File: config.mk
export PLATFORM = sky130hd
export DESIGN_NAME = mmm_seq
export DESIGN_NICKNAME = d
export VERILOG_FILES = /design/src/rtl/mmm_seq.sv
export SDC_FILE = /design/constraint.sdc
export NUM_CORES = 1
export LEC_CHECK = 0
export BUFFER_PORTS_ARGS = -buffer_cell sky130_fd_sc_hd__buf_2
export CAP_MARGIN = 10
export CORE_UTILIZATION = 45
export DETAILED_ROUTE_END_ITERATION = 6
export MAX_ROUTING_LAYER = met4
export PLACE_DENSITY = 0.72
export SYNTH_ARGS = -nofsm -noshare
export SYNTH_HDL_FRONTEND = slang
export SYNTH_SLANG_ARGS = --single-unit
File: constraint.sdc
create_clock -name clk -period 6.15 [get_ports clk]
set_clock_uncertainty 0.2 [all_clocks]
set_input_delay 1.23 -clock clk [delete_from_list [all_inputs] [get_ports clk]]
set_output_delay 1.23 -clock clk [all_outputs]
set_load 0.005 [all_outputs]
File: src/rtl/mmm_seq.sv
// Self-sequencing radix-2 Montgomery multiplier: R = A*B*2^-WIDTH mod M.
// Optional operand checking is enabled with `define MMM_ERR_CHECK_EN.
module mmm_seq #(
   parameter int unsigned WIDTH = 8
) (
   input  logic             clk,
   input  logic             rst,
   input  logic             ena,
   input  logic             clear,
   input  logic             start,
   input  logic [WIDTH-1:0] A,
   input  logic [WIDTH-1:0] B,
   input  logic [WIDTH-1:0] M,
   output logic             busy,
   output logic             done,
   output logic             err,
   output logic [WIDTH-1:0] R
);

   localparam int unsigned AW = WIDTH + 1;
   localparam int unsigned SW = WIDTH + 2;
   localparam int unsigned CW = $clog2(WIDTH + 1);

   typedef enum logic [1:0] {
      IDLE = 2'd0,
      CALC = 2'd1,
      SUB  = 2'd2
   } state_t;

   state_t           state;
   logic [WIDTH-1:0] a_sh;
   logic [WIDTH-1:0] b_q;
   logic [WIDTH-1:0] m_q;
   logic [AW-1:0]    acc;
   logic [CW-1:0]    cnt;

   logic             ai;
   logic             q;
   logic [SW-1:0]    sum;
   logic             bad_ops;

   // One Montgomery iteration: add ai*B, then M if needed to make the sum even.
   always_comb begin
      ai  = a_sh[0];
      q   = acc[0] ^ (ai & b_q[0]);
      sum = SW'(acc);
      if (ai) sum = sum + SW'(b_q);
      if (q)  sum = sum + SW'(m_q);
   end

`ifdef MMM_ERR_CHECK_EN
   assign bad_ops = ~M[0] | (A >= M) | (B >= M);
`else
   assign bad_ops = 1'b0;
`endif

   always_ff @(posedge clk or posedge rst) begin
      if (rst) begin
         state <= IDLE;
         busy  <= 1'b0;
         done  <= 1'b0;
         err   <= 1'b0;
         R     <= '0;
         a_sh  <= '0;
         b_q   <= '0;
         m_q   <= '0;
         acc   <= '0;
         cnt   <= '0;
      end else if (ena) begin
         if (clear) begin
            state <= IDLE;
            busy  <= 1'b0;
            done  <= 1'b0;
            err   <= 1'b0;
            acc   <= '0;
            cnt   <= '0;
         end else begin
            case (state)
               IDLE: begin
                  done <= 1'b0;
                  err  <= 1'b0;
                  if (start) begin
                     if (bad_ops) begin
                        done <= 1'b1;
                        err  <= 1'b1;
                     end else begin
                        a_sh  <= A;
                        b_q   <= B;
                        m_q   <= M;
                        acc   <= '0;
                        cnt   <= '0;
                        busy  <= 1'b1;
                        state <= CALC;
                     end
                  end
               end
               CALC: begin
                  acc  <= AW'(sum >> 1);
                  a_sh <= a_sh >> 1;
                  cnt  <= cnt + CW'(1);
                  if (cnt == CW'(WIDTH - 1)) state <= SUB;
               end
               SUB: begin
                  // acc < 2M for legal operands, so one subtraction fully reduces
                  if (acc >= AW'(m_q)) R <= WIDTH'(acc - AW'(m_q));
                  else                 R <= WIDTH'(acc);
                  done  <= 1'b1;
                  busy  <= 1'b0;
                  state <= IDLE;
               end
               default: begin
                  state <= IDLE;
                  busy  <= 1'b0;
               end
            endcase
         end
      end
   end

endmodule

==> results of run 1 <==
stage by stage:
stage                     hold slack, ns  worst slack [ns]  area, sq um  total power [W]  util [%]
after floorplan                    0.266              2.87         3390          0.00116         -
after global placement             0.270              2.67         3660          0.00129      50.5
after detailed placement           0.281              2.50         3660          0.00133      50.5
after CTS                          0.303              2.48         3780          0.00158      52.1
after global routing               0.334              2.14         3780          0.00173      52.1
final                              0.297              2.41         3780          0.00159      52.1
layout by cell type (no fill, tap or decap), types with 3 or more instances in the layout:
cell type / netlist / routed
o21a_1: 6 / 6
nand3_1: 7 / 7
ha_1: 25 / 25
a211oi_1: 5 / 5
a21oi_1: 22 / 22
a31oi_1: 4 / 4
a211o_1: 3 / 3
mux2_2: 18 / 18
inv_1: 16 / 15
dfrtp_1: 49 / 49
and2_1: 3 / 3
nor2_1: 34 / 34
nand2b_1: 3 / 3
buf_2: 4 / 38
fa_1: 3 / 3
o31ai_1: 3 / 3
or3_1: 3 / 3
mux2i_1: 13 / 13
clkbuf_8: 0 / 6
nor2b_1: 3 / 3
nand4_1: 3 / 3
a22o_1: 4 / 4
or2_2: 4 / 4
o21ai_0: 26 / 26
nand2_1: 32 / 32
a21o_1: 3 / 3
nor3_1: 5 / 5
xnor2_1: 8 / 8
o31a_1: 5 / 5
how the worst max path moves through the flow:
stage                         end  startpoint  cells after the start  slack, ns
after global routing       acc[8]      acc[0]                     14       2.14
after CTS                  acc[8]      acc[0]                     14       2.48
after detailed placement   acc[8]      acc[0]                     14       2.50
after floorplan            acc[8]      acc[0]                     12       2.87
final                      acc[8]      acc[0]                     14       2.41
after global placement    a_sh[3]         ena                      7       2.67
power by group through the flow:
stage,sequential [W],combinational (W),clock (W)
finish,0.000459,0.000888,0.000243
global placement,0.000461,0.000833,0
global route,0.000470,0.000989,0.000267
detailed placement,0.000465,0.000866,0
CTS,0.000458,0.000874,0.000251
floorplan,0.000431,0.000725,0
registers in the layout, indices dropped and copies added, names as in the netlist:
signal,count
a_sh,8
b_q,8
state,2
busy,1
m_q,8
R,8
acc,9
cnt,4
done,1
final cells by class:
class | count | area (sq um)
fill | 681 | 3470
clock inverter | 1 | 30.0
multi-input combinational | 280 | 2040
tap | 99 | 124
sequential | 49 | 1230
timing repair buffer | 40 | 205
clock buffer | 7 | 86.3
inverter | 17 | 63.8
kinds of logic (layout without fill, tap and decap cells):
family	Yosys count	in the layout	share of synthesized area [%]
multiplexers	32	32	10.3
flip-flops	49	49	36.1
other	1	1	0.111
adder cells (fa/ha/maj)	28	28	11.0
XOR/XNOR	11	11	3.25
buffers and inverters	28	65	3.58
AND/OR/NAND/NOR	107	107	15.2
AO/OA/AOI/OAI	101	101	20.4
metal layers:
| metal | GRT usage (%) | up-vias | share of wire (%) |
|---|---|---|---|
| met5 | - | - | 0 |
| met1 | 27.3 | 1300 | 46 |
| li1 | - | 1373 | - |
| met4 | 5.72 | 0 | 1.3 |
| met2 | 32.7 | 90 | 47 |
| met3 | 4.20 | 10 | 6.1 |
==> flow_summary_export.csv, run 1 <==
group,metric,value,unit
cells_and_area,synthToLayoutAreaGrowth,11.4,%
yosys,yosysUniqueCellTypes,61,
timing,maxSlewHeadroom,20.1,%
global_route,grt_pass1_wl,12200,um
worst_setup_path,setup.worst_path.start_class,"flip-flop",
drt,drt_iter0_markers,232,
drt,ant_nets,0,
worst_hold_path,hp-class,"flip-flop to flip-flop",
worst_hold_path,hold_path_depth,1,
floorplanning,core-area,0.00725,sq mm
worst_setup_path,r2r_cells,14,
timing,rsz0062_at_grt,"no",
floorplanning,die-area,0.00789,sq mm
cts,cts.clk_slew.worst_paths,0.09,ns
worst_setup_path,arrival,3.74,ns
cts,numCtsBuffers,5,
global_route,antenna_found_initial,0,
worst_setup_path,cp_slowest_cell,"dfrtp_1",
power_and_ir_drop,switching_share,41.7,%
worst_setup_path,crit_type,"flip-flop to flip-flop",
place,place_congestion,0.949,
yosys,synth.yosys.seq_area_share,36.1,%
yosys,yosysTopAreaCellShare,36.1,%
cts,ctsHoldBuffers,0,
global_route,grt-ovfl-total,0,
status,outcome,"finished clean",
cells_and_area,n_antenna_cell,0,
worst_setup_path,crit_required,6.15,ns
worst_setup_path,r2r_start,"acc[0]",
timing,fin_crit_sh,60.8,%
yosys,synth_edf_count,0,
cts,clock-root-buffer,"clkbuf_8",
timing,setup_violations,0,
timing,hold_viol,0,
worst_hold_path,min_from,"busy",
worst_setup_path,critPathMaxFanout,6,
timing,fin_setup_tns,0,ns
worst_setup_path,crit_buf_inv,1,
cts,htreeDepth,2,
cells_and_area,nNetsFinal,450,
yosys,syn_inst,357,
global_route,grt_util_all_layers,20.8,%
worst_setup_path,crit_chain,"ha_1 -> inv_1 -> fa_1 -> nor2b_1 -> o31a_1 -> nor2_1 -> o311ai_1 -> ha_1 -> a21oi_1 -> o21ai_0 -> a211o_1 -> o211ai_2 -> o41ai_1 -> a211o_1",
drt,route.detailed.drc,0,
cts,cts_tree,"yes",
drt,drt_wl_total,7240,um
cts,cts_buffer_depth,2,
drt,avgViaCountPerCell,5.62,
cts,clk_latency,0.31,ns
place,io_buffer_count,38,
cells_and_area,final_cells,493,
drt,via_count,2773,
power_and_ir_drop,power.internal,0.000928,W
power_and_ir_drop,combPwrFrac,55.8,%
power_and_ir_drop,p_sw,0.000663,W
floorplanning,start_util,46.8,%
power_and_ir_drop,p_clk_share,15.3,%
floorplanning,die_y,88.8,um
yosys,synth_warnings,0,
yosys,synthArstFlopShare,100,%
cts,cts_setup_buffers,0,
timing,fmax,0.268,GHz
yosys,ys_seq_elements,49,
timing,final-max-slew-violation-count,0,
cts,ctsResizeCount,0,
global_route,grt_pass1_vias,2584,
timing,period_minus_slack,3.74,ns
flow_run,maxCapViolCount,0,
place,dp.cells,485,
worst_setup_path,reg2reg_slack,2.41,ns
yosys,synth_top_flop_cell,"dfrtp_1",
timing,tightestPinTransition,1.19,ns
worst_setup_path,slowest_delay,0.46,ns
worst_setup_path,r2r-end,"acc[8]",
power_and_ir_drop,p_leak,1.80,nW
floorplanning,rows,31,
yosys,synth_top_cells_by_count,"49 x dfrtp_1, 34 x nor2_1, 32 x nand2_1",
cts,clkSinkCount,49,
worst_setup_path,cp_top_family,"compound AO/OA/AOI/OAI gates",
power_and_ir_drop,power.share.sequential,28.9,%
worst_hold_path,holdPathEnd,"busy",
power_and_ir_drop,peakVddDrop,190,uV
yosys,yosysMostFrequentCell,"dfrtp_1",
yosys,syn_avg_cell_area,9.50,sq um
floorplanning,dieWidth,88.8,um
yosys,syn_nets,414,
drt,wl_per_cell,14.7,um
place,dp_hpwl,5450,um
floorplanning,top_level_ports,40,
power_and_ir_drop,powerDensity,421,mW/mm^2
yosys,netlist_area,0.00339,sq mm
worst_setup_path,crit_path_end_kind,"flip-flop",
yosys,synth_area_leaders,"dfrtp_1 36%, ha_1 9.2%, mux2_2 6.0%",
yosys,yosysTopAreaCell,"dfrtp_1",
global_route,grt_max_degree,50,
cells_and_area,drive_above_1_share,19.8,%
drt,drtPass1Iterations,4,
No activity file was read; power rests on OpenSTA's default activity.
==> run 2: changes to the inputs <==
PLACE_DENSITY = 0.75   (was 0.72)
clock period = 3.1 ns   (was 6.15 ns; I/O delays follow)
==> run 2 against run 1 <==
- the run now ends with setup timing left
- worst setup slack worse by 2.5 ns
- cell count up 9.3%
- clock-buffer cell count is 1 lower
- combinational power increased to 2.7 times the previous value
- sequential power rose by 90%
- via count increased by 7.9%
- critical path depth is 1 lower
- non-clock buffer count is 46 higher
- sequential share of layout area decreased by 3.7 points
- highest routed layer unchanged
==> flow_summary_export.csv, run 2 (same netlist as run 1, synthesis figures left out) <==
group,metric,value,unit
worst_setup_path,crit_type,"flip-flop to flip-flop",
drt,drtPass1Iterations,4,
global_route,grt-ovfl-total,0,
worst_setup_path,crit_path_end_kind,"flip-flop",
cells_and_area,largest_register,"acc",
cells_and_area,final.fill_count,627,
timing,finalWorstSetupSlack,-0.136,ns
cells_and_area,synthToLayoutAreaGrowth,25.6,%
drt,drt_wl_total,7910,um
cells_and_area,largest_reg_flops,9,
power_and_ir_drop,power.share.sequential,23.3,%
power_and_ir_drop,powerDensity,878,mW/mm^2
global_route,grt_pass1_vias,2807,
timing,fmax,0.309,GHz
drt,ant_nets,0,
timing,hold_viol,0,
cells_and_area,multi_input_area,0.00218,sq mm
timing,holdWs,0.165,ns
drt,route.detailed.drc,0,
cts,clkSinkCount,49,
cts,cts.clk_slew.worst_paths,0.10,ns
cts,ctsHoldBuffers,0,
place,placed_area,0.00398,sq mm
drt,avgViaCountPerCell,5.55,
timing,rsz0062_at_grt,"yes",
cells_and_area,final_cells,539,
worst_hold_path,hp-class,"input port to async pin",
worst_setup_path,arrival,3.24,ns
cts,cts_tree,"yes",
power_and_ir_drop,p_leak,2.05,nW
global_route,grt_util_all_layers,22.1,%
cells_and_area,final-seq-area,0.00123,sq mm
drt,drt_iter0_markers,183,
floorplanning,rows,31,
timing,period_minus_slack,3.24,ns
floorplanning,die-area,0.00789,sq mm
place,io_buffer_count,38,
timing,final-max-slew-violation-count,0,
power_and_ir_drop,peakVddDrop,398,uV
cells_and_area,drive_above_1_share,33.0,%
place,dp.cells,523,
flow_run,maxCapViolCount,0,
floorplanning,dieWidth,88.8,um
cts,htreeDepth,2,
place,dp_hpwl,6060,um
global_route,grt_max_degree,29,
power_and_ir_drop,switching_share,40.2,%
cells_and_area,final_common_cell,"dfrtp_1",
timing,fin_setup_tns,-0.204,ns
global_route,antenna_found_initial,0,
cts,numCtsBuffers,5,
place,detailedPlace.worstSlack,-0.168,ns
power_and_ir_drop,power.internal,0.00224,W
worst_setup_path,crit_required,3.11,ns
floorplanning,top_level_ports,40,
power_and_ir_drop,p_sw,0.00150,W
place,place_congestion,0.879,
status,violations,"setup timing",
floorplanning,die_y,88.8,um
power_and_ir_drop,p_clk_share,12.6,%
floorplanning,core-area,0.00725,sq mm
floorplanning,start_util,46.8,%
cells_and_area,final_cell_mix,"49 x dfrtp_1, 47 x buf_4, 38 x buf_2, 34 x nor2_1, 32 x nand2_1",
timing,setup_violations,2,
drt,wl_per_cell,14.7,um
timing,maxSlewHeadroom,51.7,%
cells_and_area,fin_area,0.00426,sq mm
cells_and_area,nNetsFinal,496,
cts,clock-root-buffer,"clkbuf_8",
cts,cts_buffer_depth,2,
cts,clk_latency,0.31,ns
power_and_ir_drop,combPwrFrac,64.1,%
cells_and_area,n_antenna_cell,0,
drt,via_count,2991,
worst_setup_path,critPathMaxFanout,3,
timing,tightestPinTransition,0.719,ns
global_route,grt_pass1_wl,13000,um
worst_setup_path,setup.worst_path.start_class,"flip-flop",
timing,fin_crit_sh,104,%
status,outcome,"finished with violations",
## run 2: cell count changes in the layout (fill, tap and decap cells not counted), moves of 3 or more
cell      before  now
a211oi_1       5    2
o21ai_2        0    4
o21ai_1        0    6
o21ai_0       26   16
buf_4          2   47
ha_4           0    5
ha_1          25   20
## run 2: what timing repair did
action	4_1_cts	5_1_grt
setup endpoints to repair	4	7
buffers inserted	2	6
pin swaps	3	11
gates resized for setup	12	16
## run 2: worst max-delay path, cell delays in order (launching register included)
cell	delay [ns]
dfrtp_1	0.38
buf_4	0.14
ha_4	0.22
a211oi_4	0.28
o21bai_1	0.12
and3_1	0.20
or3_4	0.39
ha_4	0.29
nand2_1	0.05
o21ai_1	0.17
a211o_1	0.14
o211ai_2	0.09
o211a_1	0.22
a211o_1	0.26
## run 2: path summary, 6_finish.rpt
kind                         from      to  slack [ns]  cells after the start
setup / recovery           acc[1]  acc[8]       -0.14                     13
hold / removal                rst  cnt[3]        0.16                      2
setup reg to reg           acc[1]  acc[8]       -0.14                     13
hold reg to reg              busy    busy        0.30                      1
max in group asynchronous     rst  m_q[3]        1.84                      3
min in group clk             busy    busy        0.30                      1
## run 2: metrics by stage
step	utilization [%]	total power, W
final	58.7	0.00374
after global routing	58.7	0.00405
after CTS	57.4	0.00357
after detailed placement	54.9	0.00300
after global placement	54.9	0.00293
after floorplan	-	0.00234
## run 2: power groups by stage
stage	registers (W)	clock network, W	logic [W]
floorplan	0.000858	0	0.00148
global placement	0.000867	0	0.00206
detailed placement	0.000872	0	0.00212
CTS	0.000864	0.000478	0.00223
global route	0.000887	0.000509	0.00265
finish	0.000870	0.000471	0.00240
## run 2: metal layers
metal | track usage, % | up-vias | wire length, um
li1 | - | 1470 | -
met4 | 5.43 | 0 | 86
met2 | 35.9 | 56 | 3770
met3 | 3.26 | 6 | 279
met1 | 29.0 | 1459 | 3780
met5 | - | - | 0
## run 2: cell type report
| type | instances | share of cell area, % |
|---|---|---|
| multi-input combinational | 280 | 51.2 |
| inverter | 17 | 1.50 |
| timing repair buffer | 86 | 13.0 |
| sequential | 49 | 28.8 |
| clock buffer | 6 | 1.70 |
| clock inverter | 2 | 0.910 |
| tap | 99 | 2.91 |
==> run 3: changes to the inputs <==
CORE_MARGIN = 5   (was default)
==> run 3 against run 2 <==
- the run still ends with setup timing left
- worst setup slack lost 0.024 ns
- register-to-register slack worse by 0.02 ns
- sequential share of layout area is essentially flat
- critical path depth increased by 2
- die area grew 19%
- clock power shrank 17%
- global-route usage down 3.8 points
- non-clock buffer count is 4 lower
- largest power group unchanged
- sequential power up 0.9%
- power grew 1.3%
- worst hold slack worse by 0.045 ns
- sequential cell count is the same
==> flow_summary_export.csv, run 3 (same netlist as run 1, synthesis figures left out) <==
group,metric,value,unit
status,outcome,"finished with violations",
status,violations,"setup timing",
flow_run,maxCapViolCount,0,
timing,fin_crit_sh,105,%
worst_setup_path,arrival,3.32,ns
cts,numCtsBuffers,5,
cells_and_area,final_common_cell,"dfrtp_1",
cells_and_area,n_antenna_cell,0,
timing,maxSlewHeadroom,54.4,%
worst_setup_path,crit_required,3.16,ns
worst_setup_path,crit_path_end_kind,"flip-flop",
floorplanning,rows,31,
power_and_ir_drop,powerDensity,890,mW/mm^2
timing,final-max-slew-violation-count,0,
timing,finalWorstSetupSlack,-0.160,ns
cells_and_area,drive_above_1_share,33.3,%
floorplanning,start_util,46.5,%
drt,drt_iter0_markers,189,
cts,clkSinkCount,49,
power_and_ir_drop,p_leak,2.03,nW
global_route,grt_pass1_wl,13900,um
drt,route.detailed.drc,0,
cells_and_area,final_cell_mix,"49 x dfrtp_1, 43 x buf_4, 38 x buf_2, 34 x nor2_1, 32 x nand2_1",
place,dp.cells,519,
global_route,grt_max_degree,29,
floorplanning,die_y,96.8,um
cts,cts_buffer_depth,2,
floorplanning,top_level_ports,40,
worst_setup_path,cp_top_family,"simple AND/OR/NAND/NOR gates",
drt,wl_per_cell,15.9,um
cts,cts_tree,"yes",
cts,clk_latency,0.31,ns
worst_setup_path,slowest_delay,0.42,ns
worst_setup_path,cp_slowest_cell,"dfrtp_1",
global_route,grt_util_all_layers,18.3,%
cts,cts.clk_slew.worst_paths,0.10,ns
place,io_buffer_count,38,
floorplanning,core-area,0.00729,sq mm
cts,htreeDepth,2,
cts,clock-root-buffer,"clkbuf_8",
global_route,grt-ovfl-total,0,
worst_setup_path,critPathMaxFanout,4,
timing,rsz0062_at_grt,"yes",
cells_and_area,final_cells,535,
global_route,grt_pass1_vias,2941,
worst_setup_path,crit_type,"flip-flop to flip-flop",
cells_and_area,nNetsFinal,492,
timing,hold_viol,0,
place,place_congestion,0.857,
place,dp_hpwl,6190,um
drt,drtPass1Iterations,4,
worst_setup_path,crit_chain,"ha_4 -> inv_2 -> fa_2 -> nor2b_2 -> o31a_1 -> or3_4 -> o311ai_4 -> ha_4 -> and4_1 -> buf_4 -> buf_4 -> a21oi_1 -> xnor2_1 -> nand3_1 -> nand3_1",
timing,tightestPinTransition,0.680,ns
cells_and_area,synthToLayoutAreaGrowth,25.5,%
cells_and_area,largest_register,"acc",
timing,period_minus_slack,3.26,ns
global_route,antenna_found_initial,0,
drt,avgViaCountPerCell,5.57,
drt,via_count,2979,
drt,ant_nets,0,
floorplanning,dieWidth,96.8,um
worst_setup_path,crit_buf_inv,3,
worst_setup_path,setup.worst_path.start_class,"flip-flop",
power_and_ir_drop,peakVddDrop,355,uV
cells_and_area,largest_reg_flops,9,
timing,fmax,0.307,GHz
floorplanning,die-area,0.00937,sq mm
drt,drt_wl_total,8490,um
worst_hold_path,hp-class,"input port to async pin",
timing,holdWs,0.120,ns
timing,setup_violations,4,
==> run 3: cell count changes in the layout (fill, tap and decap cells not counted), sizes merged <==
cell,change
clkbuf,-1
clkinvlp,+1
bufinv,-1
clkinv,+1
buf,-4
==> run 3: what timing repair did <==
item,in CTS,in global routing
hold buffers,0,0
pin swaps,10,17
resized for setup,11,19
setup buffers,2,6
endpoints found under the hold margin,0,0
endpoints found under the setup margin,5,7
==> run 3: cell type report <==
type | instances | area (sq um)
fill | 634 | 3040
sequential | 49 | 1230
clock inverter | 3 | 17.5
timing repair buffer | 82 | 524
clock buffer | 5 | 68.8
tap | 99 | 124
inverter | 17 | 63.8
multi-input combinational | 280 | 2230
==> run 3: report_power, final <==
part	total [W]	leakage, nW	internal (W)	switching, W
registers	0.000878	0.618	0.000763	0.000115
clock network	0.000389	0.0439	0.000156	0.000232
logic	0.00252	1.37	0.00129	0.00123
total	0.00379	2.03	0.00221	0.00157
==> run 3: worst paths after layout <==
kind,start,to,slack (ns),cells after the start
hold reg to reg,busy,busy,0.32,1
hold / removal,rst,R[7],0.12,2
setup / recovery,acc[0],acc[6],-0.16,15
max in group asynchronous,rst,acc[3],1.82,3
setup reg to reg,acc[0],acc[6],-0.16,15
min in group clk,A[7],a_sh[7],0.32,3
==> run 3: metal layers <==
metal	share of wire [%]	routed length, um	track usage, %
met1	45	3800	23.0
met2	49	4130	30.0
met3	4.6	393	3.17
met4	1.9	164	5.94
met5	0	0	-
==> run 3: per-stage QoR <==
stage	setup TNS, ns	power, W	setup slack [ns]	area [sq um]	util (%)
after floorplan	-0.0675	0.00234	-0.0675	3430	-
after global placement	-0.193	0.00288	-0.112	3950	54.2
after detailed placement	-0.502	0.00297	-0.204	3950	54.2
after CTS	-0.429	0.00347	-0.192	4100	56.2
after global routing	-1.18	0.00407	-0.335	4260	58.4
final	-0.458	0.00379	-0.160	4260	58.4
